File: config.mk
export PLATFORM = sky130hd
export DESIGN_NAME = gen_burst_ctrl_flat
export DESIGN_NICKNAME = d
export VERILOG_FILES = /design/src/rtl/gen_burst_ctrl_if.sv /design/src/rtl/gen_burst_ctrl.sv /design/src/flat_wrapper.sv
export SDC_FILE = /design/constraint.sdc
export NUM_CORES = 1
export LEC_CHECK = 0
export CAP_MARGIN = 20
export CORE_ASPECT_RATIO = 1.2
export CORE_MARGIN = 1.5
export CORE_UTILIZATION = 35
export CTS_CLUSTER_DIAMETER = 30
export DETAILED_ROUTE_END_ITERATION = 16
export GPL_ROUTABILITY_DRIVEN = 0
export PLACE_DENSITY_LB_ADDON = 0.15
export SYNTH_ARGS = -nofsm -noshare
export SYNTH_HDL_FRONTEND = slang
export SYNTH_SLANG_ARGS = --single-unit
File: constraint.sdc
create_clock -name aclk -period 9.1 [get_ports aclk]
set_clock_uncertainty 0.2 [all_clocks]
set_input_delay 2.73 -clock aclk [delete_from_list [all_inputs] [get_ports aclk]]
set_output_delay 2.73 -clock aclk [all_outputs]
set_load 0.05 [all_outputs]
File: src/rtl/gen_burst_ctrl_if.sv
// rtl/gen_burst_ctrl_if.sv - configuration, generator and output-stream bundle for gen_burst_ctrl
interface gen_burst_ctrl_if #(
    parameter int DATA_SIZE = 32,
    parameter int LEN_W     = 8,
    parameter int CNT_W     = 8,
    parameter int GAP_W     = 8
);
    logic                     cfg_start;
    logic                     cfg_stop;
    logic [LEN_W-1:0]         cfg_len;
    logic [CNT_W-1:0]         cfg_bursts;
    logic [GAP_W-1:0]         cfg_gap;

    logic                     gen_enable;
    logic                     gen_tready;
    logic [DATA_SIZE-1:0]     gen_tdata;
    logic                     gen_tvalid;

    logic [DATA_SIZE-1:0]     m_axis_tdata;
    logic [DATA_SIZE/8-1:0]   m_axis_tstrb;
    logic                     m_axis_tvalid;
    logic                     m_axis_tlast;
    logic                     m_axis_tready;

    logic                     busy;
    logic                     done;
    logic [CNT_W-1:0]         burst_cnt;

    modport master (
        input  cfg_start, cfg_stop, cfg_len, cfg_bursts, cfg_gap,
        output gen_enable, gen_tready,
        input  gen_tdata, gen_tvalid,
        output m_axis_tdata, m_axis_tstrb, m_axis_tvalid, m_axis_tlast,
        input  m_axis_tready,
        output busy, done, burst_cnt
    );

    modport slave (
        output cfg_start, cfg_stop, cfg_len, cfg_bursts, cfg_gap,
        input  gen_enable, gen_tready,
        output gen_tdata, gen_tvalid,
        input  m_axis_tdata, m_axis_tstrb, m_axis_tvalid, m_axis_tlast,
        output m_axis_tready,
        input  busy, done, burst_cnt
    );
endinterface

File: src/rtl/gen_burst_ctrl.sv
// rtl/gen_burst_ctrl.sv - burst sequencer framing power-of-3 generator beats into fixed-length packets
module gen_burst_ctrl #(
    parameter int DATA_SIZE = 32,
    parameter int LEN_W     = 8,
    parameter int CNT_W     = 8,
    parameter int GAP_W     = 8
) (
    input  logic             aclk,
    input  logic             areset,
    gen_burst_ctrl_if.master bus
);
    typedef enum logic [1:0] {S_IDLE, S_ISSUE, S_FLUSH, S_GAP} state_t;

    state_t               state_q;
    logic [LEN_W-1:0]     len_q;
    logic [LEN_W-1:0]     issued_q;
    logic [LEN_W-1:0]     captured_q;
    logic [CNT_W-1:0]     bursts_q;
    logic [CNT_W-1:0]     burst_cnt_q;
    logic [GAP_W-1:0]     gap_q;
    logic [GAP_W-1:0]     gap_cnt_q;
    logic                 stop_q;
    logic                 done_q;
    logic                 inflight_q;
    logic [1:0]           occ_q;
    logic [DATA_SIZE-1:0] head_data_q;
    logic [DATA_SIZE-1:0] tail_data_q;
    logic                 head_last_q;
    logic                 tail_last_q;

    logic                 m_valid;
    logic                 pop;
    logic                 push;
    logic                 push_last;
    logic                 gen_en;
    logic [2:0]           credit;
    logic [2:0]           credit_limit;

    assign m_valid   = (occ_q != 2'd0);
    assign pop       = m_valid && bus.m_axis_tready;
    assign push      = bus.gen_tvalid && inflight_q;
    assign push_last = (captured_q == len_q - LEN_W'(1));

    // Request enable stays combinational on the downstream pop so a
    // 2-entry buffer still sustains one beat per cycle under full ready.
    assign credit       = 3'(occ_q) + 3'(inflight_q);
    assign credit_limit = pop ? 3'd3 : 3'd2;
    assign gen_en       = (state_q == S_ISSUE) && (credit < credit_limit);

    assign bus.gen_enable    = gen_en;
    assign bus.gen_tready    = gen_en;
    assign bus.m_axis_tvalid = m_valid;
    assign bus.m_axis_tdata  = head_data_q;
    assign bus.m_axis_tlast  = head_last_q && m_valid;
    assign bus.m_axis_tstrb  = {(DATA_SIZE/8){m_valid}};
    assign bus.busy          = (state_q != S_IDLE);
    assign bus.done          = done_q;
    assign bus.burst_cnt     = burst_cnt_q;

    always_ff @(posedge aclk or posedge areset) begin
        if (areset) begin
            inflight_q  <= 1'b0;
            occ_q       <= 2'd0;
            head_data_q <= '0;
            tail_data_q <= '0;
            head_last_q <= 1'b0;
            tail_last_q <= 1'b0;
        end else begin
            inflight_q <= gen_en;
            unique case ({push, pop})
                2'b10: begin
                    if (occ_q == 2'd0) begin
                        head_data_q <= bus.gen_tdata;
                        head_last_q <= push_last;
                    end else begin
                        tail_data_q <= bus.gen_tdata;
                        tail_last_q <= push_last;
                    end
                    occ_q <= occ_q + 2'd1;
                end
                2'b01: begin
                    head_data_q <= tail_data_q;
                    head_last_q <= tail_last_q;
                    occ_q       <= occ_q - 2'd1;
                end
                2'b11: begin
                    if (occ_q == 2'd1) begin
                        head_data_q <= bus.gen_tdata;
                        head_last_q <= push_last;
                    end else begin
                        head_data_q <= tail_data_q;
                        head_last_q <= tail_last_q;
                        tail_data_q <= bus.gen_tdata;
                        tail_last_q <= push_last;
                    end
                end
                default: ;
            endcase
        end
    end

    always_ff @(posedge aclk or posedge areset) begin
        if (areset) begin
            state_q     <= S_IDLE;
            len_q       <= '0;
            bursts_q    <= '0;
            gap_q       <= '0;
            issued_q    <= '0;
            captured_q  <= '0;
            gap_cnt_q   <= '0;
            burst_cnt_q <= '0;
            stop_q      <= 1'b0;
            done_q      <= 1'b0;
        end else begin
            done_q <= 1'b0;
            if (push) begin
                captured_q <= captured_q + LEN_W'(1);
            end
            if ((state_q != S_IDLE) && bus.cfg_stop) begin
                stop_q <= 1'b1;
            end
            unique case (state_q)
                S_IDLE: begin
                    if (bus.cfg_start && (bus.cfg_len != '0)) begin
                        len_q       <= bus.cfg_len;
                        bursts_q    <= bus.cfg_bursts;
                        gap_q       <= bus.cfg_gap;
                        burst_cnt_q <= '0;
                        stop_q      <= 1'b0;
                        issued_q    <= '0;
                        captured_q  <= '0;
                        state_q     <= S_ISSUE;
                    end
                end
                S_ISSUE: begin
                    if (gen_en) begin
                        issued_q <= issued_q + LEN_W'(1);
                        if (issued_q == len_q - LEN_W'(1)) begin
                            state_q <= S_FLUSH;
                        end
                    end
                end
                S_FLUSH: begin
                    if (pop && head_last_q) begin
                        burst_cnt_q <= burst_cnt_q + CNT_W'(1);
                        issued_q    <= '0;
                        captured_q  <= '0;
                        // A stop arriving on the closing handshake itself still ends here.
                        if (((bursts_q != '0) && (burst_cnt_q + CNT_W'(1) == bursts_q))
                            || stop_q || bus.cfg_stop) begin
                            state_q <= S_IDLE;
                            done_q  <= 1'b1;
                        end else if (gap_q != '0) begin
                            gap_cnt_q <= '0;
                            state_q   <= S_GAP;
                        end else begin
                            state_q <= S_ISSUE;
                        end
                    end
                end
                S_GAP: begin
                    if (gap_cnt_q == gap_q - GAP_W'(1)) begin
                        state_q <= S_ISSUE;
                    end else begin
                        gap_cnt_q <= gap_cnt_q + GAP_W'(1);
                    end
                end
                default: state_q <= S_IDLE;
            endcase
        end
    end
endmodule

File: src/flat_wrapper.sv
// flat-port wrapper written by rule: the top's interface ports become plain ports
module gen_burst_ctrl_flat 
#(
    parameter int DATA_SIZE = 32,
    parameter int LEN_W     = 8,
    parameter int CNT_W     = 8,
    parameter int GAP_W     = 8
)
  (aclk, areset, bus_cfg_start, bus_cfg_stop, bus_cfg_len, bus_cfg_bursts, bus_cfg_gap, bus_gen_enable, bus_gen_tready, bus_gen_tdata, bus_gen_tvalid, bus_m_axis_tdata, bus_m_axis_tstrb, bus_m_axis_tvalid, bus_m_axis_tlast, bus_m_axis_tready, bus_busy, bus_done, bus_burst_cnt);
  gen_burst_ctrl_if #(.DATA_SIZE(DATA_SIZE), .LEN_W(LEN_W), .CNT_W(CNT_W), .GAP_W(GAP_W)) bus_i ();
  input  logic aclk;
  input  logic areset;
  input wire logic [$bits(bus_i.cfg_start)-1:0] bus_cfg_start;
  input wire logic [$bits(bus_i.cfg_stop)-1:0] bus_cfg_stop;
  input wire logic [$bits(bus_i.cfg_len)-1:0] bus_cfg_len;
  input wire logic [$bits(bus_i.cfg_bursts)-1:0] bus_cfg_bursts;
  input wire logic [$bits(bus_i.cfg_gap)-1:0] bus_cfg_gap;
  output wire logic [$bits(bus_i.gen_enable)-1:0] bus_gen_enable;
  output wire logic [$bits(bus_i.gen_tready)-1:0] bus_gen_tready;
  input wire logic [$bits(bus_i.gen_tdata)-1:0] bus_gen_tdata;
  input wire logic [$bits(bus_i.gen_tvalid)-1:0] bus_gen_tvalid;
  output wire logic [$bits(bus_i.m_axis_tdata)-1:0] bus_m_axis_tdata;
  output wire logic [$bits(bus_i.m_axis_tstrb)-1:0] bus_m_axis_tstrb;
  output wire logic [$bits(bus_i.m_axis_tvalid)-1:0] bus_m_axis_tvalid;
  output wire logic [$bits(bus_i.m_axis_tlast)-1:0] bus_m_axis_tlast;
  input wire logic [$bits(bus_i.m_axis_tready)-1:0] bus_m_axis_tready;
  output wire logic [$bits(bus_i.busy)-1:0] bus_busy;
  output wire logic [$bits(bus_i.done)-1:0] bus_done;
  output wire logic [$bits(bus_i.burst_cnt)-1:0] bus_burst_cnt;
  assign bus_i.cfg_start = bus_cfg_start;
  assign bus_i.cfg_stop = bus_cfg_stop;
  assign bus_i.cfg_len = bus_cfg_len;
  assign bus_i.cfg_bursts = bus_cfg_bursts;
  assign bus_i.cfg_gap = bus_cfg_gap;
  assign bus_gen_enable = bus_i.gen_enable;
  assign bus_gen_tready = bus_i.gen_tready;
  assign bus_i.gen_tdata = bus_gen_tdata;
  assign bus_i.gen_tvalid = bus_gen_tvalid;
  assign bus_m_axis_tdata = bus_i.m_axis_tdata;
  assign bus_m_axis_tstrb = bus_i.m_axis_tstrb;
  assign bus_m_axis_tvalid = bus_i.m_axis_tvalid;
  assign bus_m_axis_tlast = bus_i.m_axis_tlast;
  assign bus_i.m_axis_tready = bus_m_axis_tready;
  assign bus_busy = bus_i.busy;
  assign bus_done = bus_i.done;
  assign bus_burst_cnt = bus_i.burst_cnt;
  gen_burst_ctrl #(.DATA_SIZE(DATA_SIZE), .LEN_W(LEN_W), .CNT_W(CNT_W), .GAP_W(GAP_W)) u_core (.aclk(aclk), .areset(areset), .bus(bus_i));
endmodule
==> results by group, run 1 <==
Finish
  – Layout Utilization: a little under half
  – Area Overhead vs Synth: 28.9%
  – FF+latch area: 3230 um2
  – Final Net Count: 801
  – Filler instances: 1,720
  – Share of cells above drive strength 1: 15.8%
  – Multi-input logic area: roughly 3200 um2

Synth
  – Share of the synthesized area in the top cell type: approximately half
  – Synth cell count leaders: dfrtp_1, nand2_1, mux2_2
  – Cell count after synthesis: a little over 600
  – Compound-Gate Fraction of Synth Area: approximately 14%
  – EDFF count, synth: 0
  – Async SR Flop Fraction: 100%
  – Mean area per synthesized cell: 10.7 um2
  – Synth Cell Area: approximately 6600 um2
  – Main combinational cell family by area after synthesis: compound AO/OA/AOI/OAI gates
  – Synthesis Warnings: 0
  – Top-count cell post-synth: dfrtp_1
  – Post-synthesis register bit count: between 100 and 150
  – Distinct cell type count after synthesis: 65
  – Top cells by area, synth: dfrtp_1, mux2_2, xnor2_1, o21ai_0, a22oi_1
  – Simple-gate share of the synthesized area: between 10% and 20%
  – Post-synthesis sequential area ratio: between 40% and 50%
  – Post-synthesis adder-cell area fraction: under 10%
  – Post-synth top area cell: dfrtp_1
  – Multiplexer share of the synthesized area: between 10% and 20%
  – Post-Synth XOR/XNOR Area: 7.22%
  – Most used DFF post-synth: dfrtp_1
  – Syn nets: between 600 and 700

Global routing
  – Total gr overflow: 0
  – Gr usage total: 16.8%
  – Vias in the first global route: just over 5k
  – First-pass GRT wire length: between 20,000 and 30,000 um
  – Pin count of the biggest net entering global routing: 67
  – Initial antenna violation count: 1

Floorplan
  – DIE AREA: between 15,000 and 20,000 um2
  – Core area: between 15,000 and 20,000 um2
  – Io pins: approximately 110
  – Die height: approximately 150 um
  – Starting Density: 36.0%
  – # rows: 54
  – Die X: ~130 um

Drt
  – Via count: about 5.0k
  – # DRC: 0
  – Post-Route WL: ~16,000 um
  – 1st-iter DRT viols: between 200 and 250
  – ANT nets after route: 0
  – First-pass DRT Iterations: 4
  – Routed len/inst: 15.9 um
  – DR vias/cell: 5.10

Clock network
  – H-tree levels: 4
  – Hold_buf cts: 0
  – Clk sink count: 129
  – Cts bufs inserted: 17
  – Post-CTS Repair Setup Buffers: 0
  – Max Root-Sink Buffers: 2
  – CTS tree: yes
  – Root Driver: clkbuf_16
  – Clock transition at path regs: 0.06 ns
  – CTS resizes: 0
  – Clk Latency, worst-skew pair: 0.42 ns

Power
  – Leak Pwr: 3.55 nW
  – Worst IR Drop VDD: around 160 uV
  – Power Density: 345 nW/um2

STA
  – Setup TNS: 0 ns
  – Final hold viol count: 0
  – Endpoints failing setup: 0
  – Worst relative slew slack: between 40% and 50%
  – Final Critical Period: 7.78 ns
  – Peak Freq: about 0.13 GHz
  – RSZ-0062 raised after global routing: false
  – Hold_ws: between 0.2 and 0.3 ns
  – Final period util: roughly 85%
  – Max Slew Vio Count: 0
  – Slew @ Worst Pin: roughly 0.87 ns

Worst hold path
  – Hold Crit Endpoint: u_core.bus.m_axis_tdata[20]
  – Hold WC Path Type: reg -> reg
  – Hold Crit Depth: 2
  – Hold_sp: u_core.bus.m_axis_tdata[20]

Flow run
  – Max-cap violations: 0

Setup path
  – Worst path slowest cell: clkdlybuf4s50_1
  – WP data required: between 6 and 7 ns
  – CP top delay family: buffers and inverters
  – Critical path launch point type: primary input
  – CP Capture Type: output port
  – Reg2Reg Setup Slack: 6.02 ns
  – Worst-path cell chain: clkdlybuf4s50_1, or3b_1, a211o_1, inv_1, clkdlybuf4s50_1
  – Critical Path Max Stage Delay: 0.81 ns
  – R2R Path End: u_core.head_last_q
  – R2R depth: 10
  – Crit path arrival time: between 4 and 5 ns
  – Reg-to-reg startpoint: u_core.occ_q[0]
  – Setup CP Type: in -> out
  – CP Max Fanout: 3
  – CP dominant cell by count: clkdlybuf4s50_1
  – Worst path bufs/invs: 3

Placement
  – Hpwl dp: 10,900 um
  – Port bufs: roughly 110

Outcome
  – Status: finished clean
==> layout make-up <==
type                       count  area share [%]
clock inverter                15            1.92
clock buffer                  17            4.99
tap                          252            3.70
inverter                      21           0.954
antenna                        1          0.0294
multi-input combinational    438            37.2
sequential                   129            37.9
timing repair buffer         115            13.4
==> kinds of logic (layout without fill, tap and decap cells) <==
group | count (synthesis) | in the layout
simple gates | 170 | 170
mux | 61 | 61
compound gates | 137 | 137
other cells | 0 | 1
xor+xnor | 53 | 53
buf+inv | 53 | 168
flops | 129 | 129
fa+ha+maj | 17 | 17
==> worst max-delay path by stage <==
| stage | start | to | slack (ns) | depth (start not counted) |
|---|---|---|---|---|
| CTS | bus_m_axis_tready | bus_gen_enable | 1.32 | 5 |
| detailed placement | bus_m_axis_tready | bus_gen_enable | 1.33 | 5 |
| global route | bus_m_axis_tready | bus_gen_tready | 1.24 | 5 |
| floorplan | bus_m_axis_tready | bus_gen_tready | 2.15 | 4 |
| global placement | bus_m_axis_tready | bus_gen_enable | 1.35 | 5 |
| finish | bus_m_axis_tready | bus_gen_enable | 1.32 | 5 |
==> through the flow <==
stage                     setup WS [ns]  power, W  std cells  area [um2]
after floorplan                    2.15   0.00190        620        6620
after global placement             1.35   0.00224        955        7930
after detailed placement           1.33   0.00228        955        7930
after CTS                          1.32   0.00298        987        8520
after global routing               1.24   0.00314        987        8520
final                              1.32   0.00294        988        8530
==> power breakdown <==
part | leakage, nW | internal, W | switching (W)
registers | 1.63 | 0.000790 | 0.000182
clock network | 0.289 | 0.000391 | 0.000293
logic | 1.64 | 0.000526 | 0.000761
total | 3.55 | 0.00171 | 0.00123
==> cells in the final DEF, fill, tap and decap left out, drive strengths merged, types with 10 or more instances in the layout <==
master,instances
dfrtp,129
clkdlybuf4s50,111
nand2,66
mux2,59
o21ai,53
nor2,34
a22oi,33
xnor2,33
inv,30
xor2,19
ha,17
clkbuf,17
nand3,15
a21oi,11
nand4,10
==> sequential cells by signal (all words and copies together) (netlist names) <==
name,count
u_core.bursts_q,8
u_core.bus.burst_cnt,8
u_core.bus.done,1
u_core.bus.m_axis_tdata,32
u_core.captured_q,8
u_core.gap_cnt_q,8
u_core.gap_q,8
u_core.head_last_q,1
u_core.inflight_q,1
u_core.issued_q,8
u_core.len_q,8
u_core.occ_q,2
u_core.state_q,2
u_core.stop_q,1
u_core.tail_data_q,32
u_core.tail_last_q,1
==> metal layers <==
metal | track usage [%] | wire (um)
met2 | 27.7 | 7570
met3 | 5.39 | 962
met4 | 7.22 | 328
met1 | 20.0 | 6840
met5 | 0 | 0
==> worst reg2reg max path, cell delays in order, from the launching register on <==
cell and delay [ns]:
dfrtp_1 0.44, inv_1 0.07, ha_1 0.29, inv_1 0.18
nand2_1 0.19, inv_1 0.25, ha_1 0.24, a21oi_1 0.08
nor2_4 0.67, a22oi_1 0.20, o21ai_0 0.19
No activity file was read; power rests on OpenSTA's default activity.
==> run 2, diff against run 1 <==
--- a/config.mk
+++ b/config.mk
@@ -13,6 +13,7 @@
 export DETAILED_ROUTE_END_ITERATION = 16
 export GPL_ROUTABILITY_DRIVEN = 0
 export PLACE_DENSITY_LB_ADDON = 0.15
+export SKIP_LAST_GASP = 1
 export SYNTH_ARGS = -nofsm -noshare
 export SYNTH_HDL_FRONTEND = slang
 export SYNTH_SLANG_ARGS = --single-unit
==> results of run 2 <==
The final DEF is identical to that of run 1; final timing and power are the same.
==> run 3, diff against run 2 <==
--- a/config.mk
+++ b/config.mk
@@ -6,7 +6,6 @@
 export NUM_CORES = 1
 export LEC_CHECK = 0
 export CAP_MARGIN = 20
-export CORE_ASPECT_RATIO = 1.2
 export CORE_MARGIN = 1.5
 export CORE_UTILIZATION = 35
 export CTS_CLUSTER_DIAMETER = 30
==> results by group, run 3 (synthesis gave the netlist of run 1 again) <==
Outcome
  – Status: finished clean

Setup path
  – Crit path arrival time: 4.91 ns (+0.06 ns)
  – Setup CP Type: in -> out
  – CP Capture Type: output port
  – CP Max Fanout: 3 (unchanged)
  – Critical path launch point type: primary input
  – WP data required: 6.17 ns (about the same)

Placement
  – Hpwl dp: 10,800 um (-0.97%)
  – Port bufs: 111 (unchanged)
  – Placed cell count: 937 (-1.9%)

Power
  – Power Density: 344 nW/um2 (-0.33%)
  – Total Power: 0.00292 W (-0.87%)
  – Worst IR Drop VDD: 247 uV (+50%)
  – Leak Pwr: 3.54 nW (-0.40%)

STA
  – Final Critical Period: 7.84 ns (+0.0636 ns)
  – Peak Freq: 0.128 GHz (-0.81%)
  – Worst relative slew slack: 37.7% (-4.0 points)
  – Max Slew Vio Count: 0 (unchanged)
  – Endpoints failing setup: 0 (unchanged)
  – Hold_ws: 0.285 ns (+0.00661 ns)
  – RSZ-0062 raised after global routing: false
  – Final hold viol count: 0 (unchanged)
  – Slew @ Worst Pin: 0.933 ns (+0.0606 ns)
  – Final period util: 86.1% (+0.70 points)
  – Setup TNS: 0 ns (unchanged)

Finish
  – Most frequent cells in the layout: dfrtp_1, clkdlybuf4s50_1, nand2_1
  – Ant diodes: 0 (-1)
  – Area Overhead vs Synth: 28.2%
  – Layout Utilization: 45.5% (-0.91 points)
  – Share of cells above drive strength 1: 15.9% (+0.14 points)
  – Commonest non-fill, non-tap cell in the layout: dfrtp_1
  – Finished Layout Cells: 969 (-1.9%)
  – Final Net Count: 801 (unchanged)

Flow run
  – Max-cap violations: 0 (unchanged)

Floorplan
  – Starting Density: 35.5% (-0.51 points)
  – DIE AREA: 19,700 um2 (about the same)
  – Die height: 140 um (-8.5%)
  – Die X: 140 um (+9.3%)
  – Core area: 18,600 um2 (+1.4%)
  – # rows: 50 (-7.4%)
  – Io pins: 112 (unchanged)

Clock network
  – Root Driver: clkbuf_16
  – Cts bufs inserted: 17 (unchanged)
  – Clk Latency, worst-skew pair: 0.42 ns (about the same)
  – Max Root-Sink Buffers: 2 (unchanged)
  – CTS tree: yes
  – Clock transition at path regs: 0.06 ns (about the same)
  – Clk sink count: 129 (unchanged)
  – Post-CTS Repair Setup Buffers: 0 (unchanged)
  – H-tree levels: 4 (unchanged)
  – CTS resizes: 0 (unchanged)
  – Hold_buf cts: 0 (unchanged)

Worst hold path
  – Hold WC Path Type: reg -> reg

Drt
  – 1st-iter DRT viols: 239 (+8.1%)
  – DR vias/cell: 5.18 (+1.5%)
  – First-pass DRT Iterations: 4 (unchanged)
  – Via count: 5,017 (-0.46%)
  – ANT nets after route: 0 (unchanged)
  – Post-Route WL: 16,000 um (+1.8%)
  – Routed len/inst: 16.5 um (+3.8%)
  – # DRC: 0 (unchanged)

Global routing
  – Gr usage total: 17.2% (+0.41 points)
  – Vias in the first global route: 5,186 (-0.039%)
  – Total gr overflow: 0 (unchanged)
  – First-pass GRT wire length: 26,700 um (+2.2%)
  – Initial antenna violation count: 0 (-1)
  – Pin count of the biggest net entering global routing: 71 (+6.0%)
run 3: cell count changes in the layout (fill, tap and decap cells not counted), sizes merged:
cell	delta
inv	-7
clkbuf	+1
clkinvlp	+2
diode	-1
clkinv	+4
run 3: layout make-up:
class,count,area (um2)
clock buffers,18,439
clock inverters,14,129
fillers,1758,10200
inverters,21,81.3
multi-input cells,438,3170
flip-flops and latches,129,3230
well taps,234,293
repair buffers,115,1140
run 3: worst max-delay path: stages:
cell	delay [ns]
clkdlybuf4s50_1	0.51
or3b_1	0.38
a211o_1	0.32
inv_1	0.14
clkdlybuf4s50_1	0.82
run 3: per-stage QoR:
step,setup slack [ns],instance area [um2]
finish,1.26,8480
global route,1.15,8480
CTS,1.25,8480
detailed placement,1.25,7910
global placement,1.28,7910
floorplan,2.15,6620
run 3: worst paths after layout:
path | end | startpoint | depth (start not counted) | slack (ns)
setup / recovery | bus_gen_tready | bus_m_axis_tready | 5 | 1.26
hold / removal | u_core.bus.m_axis_tdata[20] | u_core.bus.m_axis_tdata[20] | 2 | 0.28
setup reg to reg | u_core.tail_data_q[19] | u_core.occ_q[1] | 9 | 5.92
hold reg to reg | u_core.bus.m_axis_tdata[20] | u_core.bus.m_axis_tdata[20] | 2 | 0.28
max in group asynchronous | u_core.issued_q[4] | areset | 3 | 4.70
min in group asynchronous | u_core.gap_q[4] | areset | 2 | 2.62
run 3: metal layers:
layer  wire [um]  global-route usage [%]
met1        7130                    21.6
met2        7480                    27.6
met3        1210                    6.63
met4         163                    4.77
met5           0                       0
run 3: power by group:
part	switching [W]	internal, W
clock network	0.000269	0.000385
logic	0.000764	0.000526
registers	0.000181	0.000790
